## config.mk

```make
export PLATFORM = sky130hd
export DESIGN_NAME = fpu_issue_ctrl_flat
export DESIGN_NICKNAME = d
export VERILOG_FILES = /design/src/rtl/fpu_issue_ctrl_if.sv /design/src/rtl/fpu_issue_ctrl.sv /design/src/flat_wrapper.sv
export SDC_FILE = /design/constraint.sdc
export NUM_CORES = 1
export LEC_CHECK = 0
export ABC_AREA = 1
export BUFFER_PORTS_ARGS = -buffer_cell sky130_fd_sc_hd__buf_4
export CORE_ASPECT_RATIO = 1.25
export CORE_MARGIN = 1.5
export CORE_UTILIZATION = 38
export CTS_BUF_LIST = sky130_fd_sc_hd__clkbuf_4
export DETAILED_ROUTE_END_ITERATION = 16
export SLEW_MARGIN = 30
export SYNTH_ARGS = -nofsm -noshare
export SYNTH_HDL_FRONTEND = slang
export SYNTH_SLANG_ARGS = --single-unit
```

## constraint.sdc

```tcl
create_clock -name clk -period 4.9 [get_ports clk]
set_input_delay 1.47 -clock clk [delete_from_list [all_inputs] [get_ports clk]]
set_output_delay 1.47 -clock clk [all_outputs]
set_load 0.01 [all_outputs]
```

## src/rtl/fpu_issue_ctrl_if.sv

```systemverilog
// Signal bundle between the CPU request/response ports, the fpu core
// and fpu_issue_ctrl; slave is the controller view, master the environment.
interface fpu_issue_ctrl_if #(
    parameter int DATA_W  = 32,
    parameter int TAG_W   = 4,
    parameter int FUNCT_W = 5
);
    logic               req_valid;
    logic               req_ready;
    logic [FUNCT_W-1:0] req_funct;
    logic [DATA_W-1:0]  req_rs1;
    logic [DATA_W-1:0]  req_rs2;
    logic [DATA_W-1:0]  req_rs3;
    logic [DATA_W-1:0]  req_rs1_i;
    logic [TAG_W-1:0]   req_tag;

    logic               rsp_valid;
    logic               rsp_ready;
    logic [DATA_W-1:0]  rsp_res;
    logic [TAG_W-1:0]   rsp_tag;
    logic               rsp_err;

    logic               fpu_start;
    logic [FUNCT_W-1:0] fpu_funct;
    logic [DATA_W-1:0]  fpu_rs1;
    logic [DATA_W-1:0]  fpu_rs2;
    logic [DATA_W-1:0]  fpu_rs3;
    logic [DATA_W-1:0]  fpu_rs1_i;
    logic [DATA_W-1:0]  fpu_res;
    logic               fpu_done;

    modport slave (
        input  req_valid, req_funct, req_rs1, req_rs2,
        input  req_rs3, req_rs1_i, req_tag,
        output req_ready,
        output rsp_valid, rsp_res, rsp_tag, rsp_err,
        input  rsp_ready,
        output fpu_start, fpu_funct, fpu_rs1, fpu_rs2,
        output fpu_rs3, fpu_rs1_i,
        input  fpu_res, fpu_done
    );

    modport master (
        output req_valid, req_funct, req_rs1, req_rs2,
        output req_rs3, req_rs1_i, req_tag,
        input  req_ready,
        input  rsp_valid, rsp_res, rsp_tag, rsp_err,
        output rsp_ready,
        input  fpu_start, fpu_funct, fpu_rs1, fpu_rs2,
        input  fpu_rs3, fpu_rs1_i,
        output fpu_res, fpu_done
    );
endinterface

```

## src/rtl/fpu_issue_ctrl.sv

```systemverilog
// FP request front-end: FIFO-buffers CPU requests, issues them one at a
// time to the fpu, and returns result/tag (or a watchdog error) in order.
module fpu_issue_ctrl #(
    parameter int DATA_W  = 32,
    parameter int TAG_W   = 4,
    parameter int FUNCT_W = 5,
    parameter int DEPTH   = 2,
    parameter int TIMEOUT = 64
) (
    input  logic            clk,
    input  logic            rst_n,
    fpu_issue_ctrl_if.slave bus,
    output logic            busy
);
    localparam int PTR_W = (DEPTH > 1) ? $clog2(DEPTH) : 1;
    localparam int CNT_W = PTR_W + 1;
    localparam int WD_W  = (TIMEOUT > 0) ? $clog2(TIMEOUT + 1) : 1;
    localparam logic [WD_W-1:0] WD_LAST =
        WD_W'((TIMEOUT > 0) ? TIMEOUT - 1 : 0);

    typedef struct packed {
        logic [FUNCT_W-1:0] funct;
        logic [DATA_W-1:0]  rs1;
        logic [DATA_W-1:0]  rs2;
        logic [DATA_W-1:0]  rs3;
        logic [DATA_W-1:0]  rs1_i;
        logic [TAG_W-1:0]   tag;
    } entry_t;

    typedef enum logic [1:0] {
        S_IDLE,
        S_ISSUE,
        S_WAIT,
        S_RESP
    } state_t;

    entry_t            r_mem [DEPTH];
    logic [PTR_W-1:0]  r_wr_ptr;
    logic [PTR_W-1:0]  r_rd_ptr;
    logic [CNT_W-1:0]  r_cnt;

    state_t            r_state;
    entry_t            r_op;
    logic [WD_W-1:0]   r_wd;
    logic              r_start;
    logic              r_rsp_valid;
    logic              r_rsp_err;
    logic [DATA_W-1:0] r_rsp_res;

    logic w_full;
    logic w_empty;
    logic w_push;
    logic w_pop;
    logic w_expire;
    logic w_wd_sat;

    assign w_full   = (r_cnt == CNT_W'(DEPTH));
    assign w_empty  = (r_cnt == '0);
    assign w_push   = bus.req_valid && !w_full;
    assign w_pop    = (r_state == S_IDLE) && !w_empty;
    assign w_expire = (TIMEOUT != 0) && (r_wd == WD_LAST);
    assign w_wd_sat = &r_wd;

    always_ff @(posedge clk or negedge rst_n) begin
        if (!rst_n) begin
            r_wr_ptr <= '0;
            r_rd_ptr <= '0;
            r_cnt    <= '0;
            for (int i = 0; i < DEPTH; i++) begin
                r_mem[i] <= '0;
            end
        end else begin
            if (w_push) begin
                r_mem[r_wr_ptr] <= '{
                    funct: bus.req_funct,
                    rs1:   bus.req_rs1,
                    rs2:   bus.req_rs2,
                    rs3:   bus.req_rs3,
                    rs1_i: bus.req_rs1_i,
                    tag:   bus.req_tag
                };
                r_wr_ptr <= r_wr_ptr + PTR_W'(1);
            end
            if (w_pop) begin
                r_rd_ptr <= r_rd_ptr + PTR_W'(1);
            end
            if (w_push && !w_pop) begin
                r_cnt <= r_cnt + CNT_W'(1);
            end else if (w_pop && !w_push) begin
                r_cnt <= r_cnt - CNT_W'(1);
            end
        end
    end

    // fpu_done is only honoured in WAIT, so a late done is harmless.
    always_ff @(posedge clk or negedge rst_n) begin
        if (!rst_n) begin
            r_state     <= S_IDLE;
            r_op        <= '0;
            r_wd        <= '0;
            r_start     <= 1'b0;
            r_rsp_valid <= 1'b0;
            r_rsp_err   <= 1'b0;
            r_rsp_res   <= '0;
        end else begin
            r_start <= 1'b0;
            unique case (r_state)
                S_IDLE: begin
                    if (w_pop) begin
                        r_op    <= r_mem[r_rd_ptr];
                        r_start <= 1'b1;
                        r_state <= S_ISSUE;
                    end
                end
                S_ISSUE: begin
                    r_wd    <= '0;
                    r_state <= S_WAIT;
                end
                S_WAIT: begin
                    if (bus.fpu_done) begin
                        r_rsp_res   <= bus.fpu_res;
                        r_rsp_err   <= 1'b0;
                        r_rsp_valid <= 1'b1;
                        r_state     <= S_RESP;
                    end else begin
                        if (!w_wd_sat) begin
                            r_wd <= r_wd + WD_W'(1);
                        end
                        if (w_expire) begin
                            r_rsp_res   <= '0;
                            r_rsp_err   <= 1'b1;
                            r_rsp_valid <= 1'b1;
                            r_state     <= S_RESP;
                        end
                    end
                end
                S_RESP: begin
                    if (bus.rsp_ready) begin
                        r_rsp_valid <= 1'b0;
                        r_state     <= S_IDLE;
                    end
                end
                default: r_state <= S_IDLE;
            endcase
        end
    end

    assign bus.req_ready = !w_full;
    assign bus.rsp_valid = r_rsp_valid;
    assign bus.rsp_res   = r_rsp_res;
    assign bus.rsp_tag   = r_op.tag;
    assign bus.rsp_err   = r_rsp_err;
    assign bus.fpu_start = r_start;
    assign bus.fpu_funct = r_op.funct;
    assign bus.fpu_rs1   = r_op.rs1;
    assign bus.fpu_rs2   = r_op.rs2;
    assign bus.fpu_rs3   = r_op.rs3;
    assign bus.fpu_rs1_i = r_op.rs1_i;

    assign busy = !w_empty || (r_state != S_IDLE);
endmodule
```

## src/flat_wrapper.sv

```systemverilog
// flat-port wrapper written by rule: the top's interface ports become plain ports
module fpu_issue_ctrl_flat 
#(
    parameter int DATA_W  = 32,
    parameter int TAG_W   = 4,
    parameter int FUNCT_W = 5,
    parameter int DEPTH   = 2,
    parameter int TIMEOUT = 64
)
  (clk, rst_n, busy, bus_req_valid, bus_req_funct, bus_req_rs1, bus_req_rs2, bus_req_rs3, bus_req_rs1_i, bus_req_tag, bus_req_ready, bus_rsp_valid, bus_rsp_res, bus_rsp_tag, bus_rsp_err, bus_rsp_ready, bus_fpu_start, bus_fpu_funct, bus_fpu_rs1, bus_fpu_rs2, bus_fpu_rs3, bus_fpu_rs1_i, bus_fpu_res, bus_fpu_done);
  fpu_issue_ctrl_if #(.DATA_W(DATA_W), .TAG_W(TAG_W), .FUNCT_W(FUNCT_W)) bus_i ();
  input  logic clk;
  input  logic rst_n;
  output logic busy;
  input wire logic [$bits(bus_i.req_valid)-1:0] bus_req_valid;
  input wire logic [$bits(bus_i.req_funct)-1:0] bus_req_funct;
  input wire logic [$bits(bus_i.req_rs1)-1:0] bus_req_rs1;
  input wire logic [$bits(bus_i.req_rs2)-1:0] bus_req_rs2;
  input wire logic [$bits(bus_i.req_rs3)-1:0] bus_req_rs3;
  input wire logic [$bits(bus_i.req_rs1_i)-1:0] bus_req_rs1_i;
  input wire logic [$bits(bus_i.req_tag)-1:0] bus_req_tag;
  output wire logic [$bits(bus_i.req_ready)-1:0] bus_req_ready;
  output wire logic [$bits(bus_i.rsp_valid)-1:0] bus_rsp_valid;
  output wire logic [$bits(bus_i.rsp_res)-1:0] bus_rsp_res;
  output wire logic [$bits(bus_i.rsp_tag)-1:0] bus_rsp_tag;
  output wire logic [$bits(bus_i.rsp_err)-1:0] bus_rsp_err;
  input wire logic [$bits(bus_i.rsp_ready)-1:0] bus_rsp_ready;
  output wire logic [$bits(bus_i.fpu_start)-1:0] bus_fpu_start;
  output wire logic [$bits(bus_i.fpu_funct)-1:0] bus_fpu_funct;
  output wire logic [$bits(bus_i.fpu_rs1)-1:0] bus_fpu_rs1;
  output wire logic [$bits(bus_i.fpu_rs2)-1:0] bus_fpu_rs2;
  output wire logic [$bits(bus_i.fpu_rs3)-1:0] bus_fpu_rs3;
  output wire logic [$bits(bus_i.fpu_rs1_i)-1:0] bus_fpu_rs1_i;
  input wire logic [$bits(bus_i.fpu_res)-1:0] bus_fpu_res;
  input wire logic [$bits(bus_i.fpu_done)-1:0] bus_fpu_done;
  assign bus_i.req_valid = bus_req_valid;
  assign bus_i.req_funct = bus_req_funct;
  assign bus_i.req_rs1 = bus_req_rs1;
  assign bus_i.req_rs2 = bus_req_rs2;
  assign bus_i.req_rs3 = bus_req_rs3;
  assign bus_i.req_rs1_i = bus_req_rs1_i;
  assign bus_i.req_tag = bus_req_tag;
  assign bus_req_ready = bus_i.req_ready;
  assign bus_rsp_valid = bus_i.rsp_valid;
  assign bus_rsp_res = bus_i.rsp_res;
  assign bus_rsp_tag = bus_i.rsp_tag;
  assign bus_rsp_err = bus_i.rsp_err;
  assign bus_i.rsp_ready = bus_rsp_ready;
  assign bus_fpu_start = bus_i.fpu_start;
  assign bus_fpu_funct = bus_i.fpu_funct;
  assign bus_fpu_rs1 = bus_i.fpu_rs1;
  assign bus_fpu_rs2 = bus_i.fpu_rs2;
  assign bus_fpu_rs3 = bus_i.fpu_rs3;
  assign bus_fpu_rs1_i = bus_i.fpu_rs1_i;
  assign bus_i.fpu_res = bus_fpu_res;
  assign bus_i.fpu_done = bus_fpu_done;
  fpu_issue_ctrl #(.DATA_W(DATA_W), .TAG_W(TAG_W), .FUNCT_W(FUNCT_W), .DEPTH(DEPTH), .TIMEOUT(TIMEOUT)) u_core (.clk(clk), .rst_n(rst_n), .bus(bus_i), .busy(busy));
endmodule
```

==> impl_metrics.toml, run 1 <==
[status]
status = "finished clean"

[placement]
dpl_cell_area_um2 = 21900
post-place-cells = 2910
place.gp.congestion = 0.789
io_buffer_count = 347
detailed_place_hpwl_um = 28900

[clock_network]
cts_hold_buf = 0
cts_buffers = 115
root_buffer = "clkbuf_4"
clk_path_buf_depth = 3
cts_setup_buffers = 0
cts.sinks = 459
htreeDepth = 3
cts_tree = "yes"
cts_resized = 0
clk_latency_ns = 0.84
clkTransAtPathRegs_ns = 0.07

[global_routing]
grt_antenna_before_repair = 2
overflow = 0
grt_max_degree = 175
use_met1 = 0.226
grt_pass1_wl_um = 76600
met3_usage = 0.0542
grtUsageMet2 = 0.313
gr-max-usage-layer = "met2"
grt_pass1_vias = 14800
grt_usage = 0.188

[routing]
vias_per_cell = 4.76
drt_iter0_drc = 738
ant_nets = 0
drc = 0
wire_per_inst_um = 15.2
firstDrtPassIters = 5
vias = 14800
routed_wl_um = 47200

[pwr]
p_total_w = 0.0162
ir_worst_vdd_mv = 0.361
power_density_nw_per_um2 = 692
p_int_w = 0.00990
switchingPower_w = 0.00625
combPwrFrac = 0.383
seq_power_share = 0.419
p_sw_frac = 0.387
leakage_nw = 11.6
p_clk_frac = 0.198

[sta]
finalCritPeriodShare = 0.672
finalCriticalPeriod_ns = 3.29
setup-violations-final = 0
final.setup_skew_ns = 0.0345
rsz0062_at_grt = "no"
hold_viol = 0
slew_headroom = 0.397
tns_ns = 0
drv_slew = 0
tightest_slew_ns = 0.905
clock.fmax_mhz = 304

[cells_and_area]
area_growth_pct = 23.6
drive_above_1_share = 0.275
final_area_um2 = 23300
fin_cells = 3108
seq_area_um2 = 11500
final_nets = 2556
fillers = 4861
multi_input_area_um2 = 6110

[hold_path]
hold_path.class = "reg2reg"
holdCritStartpoint = "u_core.bus.rsp_valid"

[worst_setup_path]
critPathSlowestCell = "dfrtp_1"
crit_type = "reg2out"
r2r_start = "u_core.r_state[0]"
crit_arrival_ns = 1.82
cp_cell_sequence = "inv_1 -> ha_1 -> nand3_1 -> buf_4"
critPathMaxStageDelay_ns = 0.42
critPathRequiredTime_ns = 3.43
cp_max_fo = 4
crit_path_end_kind = "output pin"
crit_start = "u_core.r_state[0]"
startpoint_type = "flip-flop"

[yosys]
synth.distinct_cells = 26
syn_avg_cell_area_um2 = 9.35
syn_inst = 2019
syn_nets = 2199
ys_seq_area_frac = 0.608
ys_ff_latch = 459
yosysWarnings = 0
synth_area_um2 = 18900

[floorplan]
core-area_um2 = 49200
start_util = 0.384
dieArea_um2 = 51000
ios = 348
die_h_um = 252
num_rows = 91
die_x_um = 202

[flow_run]
maxCapViolCount = 0
==> placed cells by master, fill, tap and decap left out, drive strengths merged <==
cell	netlist	layout
nand3	48	48
clkbuf	73	171
a31oi	138	138
ha	6	6
clkinvlp	0	1
a21oi	3	3
nor2	152	152
bufinv	0	2
dfrtp	459	459
inv	150	152
xor2	3	3
xnor2	1	1
nand2	647	647
o21ai	277	277
buf	57	370
or2	2	2
diode	0	2
clkinv	1	21
nor3b	1	1
nand4	1	1
==> power groups by stage <==
stage,sequential (W),combinational (W),clock [W]
2_1_floorplan,0.00684,0.00386,0
3_3_place_gp,0.00677,0.00617,0
3_5_place_dp,0.00683,0.00633,0
4_1_cts,0.00678,0.00633,0.00333
5_1_grt,0.00700,0.00700,0.00353
6_report,0.00677,0.00619,0.00319
==> worst max-delay path: cells and delay by family, from the launching register on <==
kind                       cells  cell delay [ns]
and+or+nand+nor                1             0.09
DFF                            1             0.42
buffers and inverters          2             0.25
adders and majority gates      1             0.24
==> routing by layer <==
layer / wire length [um] / part of all wire
met1: 19700 / 0.42
met2: 22900 / 0.49
met5: 13 / 0.00028
met4: 1220 / 0.026
met3: 3340 / 0.071
==> per-stage QoR <==
| stage | hold slack, ns | worst slack [ns] | utilization |
|---|---|---|---|
| global route | 0.492 | 1.44 | 0.474 |
| CTS | 0.482 | 1.46 | 0.474 |
| finish | 0.479 | 1.61 | 0.474 |
| global placement | 0.454 | 1.91 | 0.445 |
| detailed placement | 0.460 | 1.87 | 0.445 |
| floorplan | 0.453 | 2.56 | - |
==> kinds of logic after synthesis <==
group | count (synthesis) | synth area share
DFF | 459 | 0.608
buffers and inverters | 281 | 0.0685
xor gates and xnor gates | 4 | 0.00186
adders and majority gates | 6 | 0.00398
AOI/OAI and AO/OA | 418 | 0.144
and+or+nand+nor | 851 | 0.173
==> registers in the layout (all words and copies together), names as in the netlist, 2 cells and up <==
| name | count |
|---|---|
| u_core.bus.fpu_funct | 5 |
| u_core.r_state | 2 |
| u_core.bus.fpu_rs3 | 32 |
| u_core.bus.fpu_rs1 | 32 |
| u_core.bus.fpu_rs1_i | 32 |
| u_core.r_cnt | 2 |
| u_core.bus.rsp_res | 32 |
| u_core.r_wd | 7 |
| u_core.bus.fpu_rs2 | 32 |
| u_core.r_mem | 274 |
| u_core.bus.rsp_tag | 4 |
==> path summary, 6_finish.rpt <==
| check | to | cells after the start | slack (ns) |
|---|---|---|---|
| max | busy | 4 | 1.61 |
| min in group asynchronous | u_core.bus.fpu_rs1_i[5] | 1 | 0.71 |
| max in group asynchronous | u_core.bus.rsp_res[1] | 2 | 3.18 |
| min reg2reg | u_core.bus.rsp_valid | 2 | 0.48 |
| max reg2reg | u_core.bus.rsp_res[1] | 7 | 2.40 |
| min | u_core.bus.rsp_valid | 2 | 0.48 |
==> layout make-up <==
type	instances	area share
antenna	2	0.000214
clock buffer	171	0.0550
clock inverter	25	0.00643
inverter	151	0.0247
multi-input combinational	1279	0.262
sequential	459	0.492
tap	651	0.0349
timing repair buffer	370	0.125
==> Yosys cell counts <==
cell type	number	area, um2
ha_1	6	75.1
nor3b_1	1	7.51
dfrtp_1	459	11500
o21ai_0	146	731
or2_1	1	6.26
xnor2_1	1	8.76
nand4_1	1	6.26
clkbuf_2	1	5.00
inv_2	1	3.75
inv_1	149	559
buf_2	12	60.1
o21ai_2	121	1060
or2_2	1	6.26
buf_6	29	327
buf_4	1	7.51
nand2_1	645	2420
a21oi_1	3	15.0
nor2_1	152	571
buf_1	15	56.3
o21ai_1	10	50.1
a31oi_1	138	863
clkinv_1	1	3.75
nand2_2	2	12.5
nand3_1	48	240
clkbuf_1	72	270
xor2_1	3	26.3
Power figures use the tool's default switching activity.
==> run 2, diff against run 1 <==
==> constraint.sdc (replaced) <==
create_clock -name clk -period 3 [get_ports clk]
set_input_delay 0.9 -clock clk [delete_from_list [all_inputs] [get_ports clk]]
set_output_delay 0.9 -clock clk [all_outputs]
set_load 0.01 [all_outputs]
==> impl_metrics.toml, run 2 (synthesis results as in run 1) <==
[sta]
setup-violations-final = 0
finalCritPeriodShare = 0.919
slew_headroom = 0.569
tns_ns = 0
clock.fmax_mhz = 363
hold_viol = 0
hold_ws_ns = 0.257
final.setup_skew_ns = 0.0342
tightest_slew_ns = 0.647
drv_slew = 0
finalCriticalPeriod_ns = 2.76
rsz0062_at_grt = "no"

[global_routing]
grt_pass1_vias = 15100
grt_antenna_before_repair = 5
grt_usage = 0.190
grt_pass1_wl_um = 77700
grt_max_degree = 141
overflow = 0

[clock_network]
cts_tree = "yes"
clk_path_buf_depth = 3
root_buffer = "clkbuf_4"
cts_hold_buf = 1
cts.sinks = 459
cts_buffers = 118
htreeDepth = 3
cts_resized = 0
cts_setup_buffers = 0
clk_latency_ns = 0.84
clkTransAtPathRegs_ns = 0.07

[worst_setup_path]
cp_cell_sequence = "inv_1 -> ha_1 -> nand3_1 -> buf_4"
crit_start = "u_core.r_state[0]"
critPathSlowestCell = "dfrtp_1"
crit_type = "reg2out"
r2r_start = "u_core.r_state[0]"
crit_path_end_kind = "output pin"
cp_max_fo = 4
critPathRequiredTime_ns = 2.10
r2r_setup_slack_ns = 0.92
critPathMaxStageDelay_ns = 0.42
startpoint_type = "flip-flop"
crit_arrival_ns = 1.86

[hold_path]
hold_path.class = "in2reg"
holdCritStartpoint = "bus_fpu_res[5]"

[routing]
wire_per_inst_um = 15.2
vias = 14900
vias_per_cell = 4.73
firstDrtPassIters = 5
routed_wl_um = 47600
ant_nets = 0
drt_iter0_drc = 807
drc = 0

[pwr]
leakage_nw = 11.8
ir_worst_vdd_mv = 0.532
power_density_nw_per_um2 = 1130

[placement]
detailed_place_hpwl_um = 30500
place.gp.congestion = 0.794
io_buffer_count = 347

[floorplan]
die_x_um = 202
die_h_um = 252
core-area_um2 = 49200
dieArea_um2 = 51000
start_util = 0.384
num_rows = 91
ios = 348

[cells_and_area]
mostFrequentLayoutCells = "nand2_1, dfrtp_1, buf_4"
largest_reg_flops = 274
final_nets = 2585
drive_above_1_share = 0.285
area_growth_pct = 25.5
layout_commonest_cell = "nand2_1"
regMostFlops = "u_core.r_mem"

[flow_run]
maxCapViolCount = 0

[status]
status = "finished clean"
## run 2: cell types whose count changed in the layout (fill, tap and decap cells not counted), sizes merged
cell         before  now
diode             2    3
inv             152  153
clkbuf          171  179
clkinvlp          1    0
clkinv           21   19
dlygate4sd3       0    1
buf             370  395
## run 2: worst paths after layout
check / end / cells after the start
max: busy / 4
min: u_core.bus.rsp_res[5] / 3
max reg2reg: u_core.bus.fpu_rs3[30] / 7
min reg2reg: u_core.bus.rsp_valid / 2
max in group asynchronous: u_core.r_mem[34] / 3
min in group asynchronous: u_core.r_mem[144] / 2
## run 2: final cells by class
| class | instances | area (um2) |
|---|---|---|
| fillers | 4759 | 25500 |
| multi-input cells | 1279 | 6110 |
| flip-flops and latches | 459 | 11500 |
| well taps | 651 | 815 |
| repair buffers | 396 | 3210 |
| diodes | 3 | 7.51 |
| clock inverters | 23 | 141 |
| inverters | 151 | 577 |
| clock buffers | 179 | 1340 |
## run 2: power by group
part	switching, W	internal [W]	total [W]
clock network	0.00246	0.00285	0.00531
registers	0.00178	0.00925	0.0110
logic	0.00607	0.00446	0.0105
## run 2: metrics by stage
stage                     total power [W]  cell area, um2  utilization  worst slack [ns]  std cells
after floorplan                    0.0175           18900            -              1.23       2019
after global placement             0.0215           22200        0.451             0.829       2935
after detailed placement           0.0218           22200        0.451             0.819       2935
after CTS                          0.0273           23700        0.482             0.109       3138
after global routing               0.0292           23700        0.482            0.0962       3141
final                              0.0269           23700        0.482             0.244       3141
## run 2: routing by layer
| metal | vias to the layer above | routed length, um | track usage |
|---|---|---|---|
| met5 | - | 22 | 0 |
| met4 | 4 | 1160 | 0.0800 |
| met3 | 86 | 3220 | 0.0536 |
| met2 | 391 | 23300 | 0.315 |
| met1 | 7045 | 19900 | 0.231 |
| li1 | 7336 | - | - |
## run 2: worst max-delay path: cells and delay by family, from the launching register on
family / cells / cell delay (ns)
and+or+nand+nor: 1 / 0.11
buffers and inverters: 2 / 0.25
DFF: 1 / 0.42
adders and majority gates: 1 / 0.23
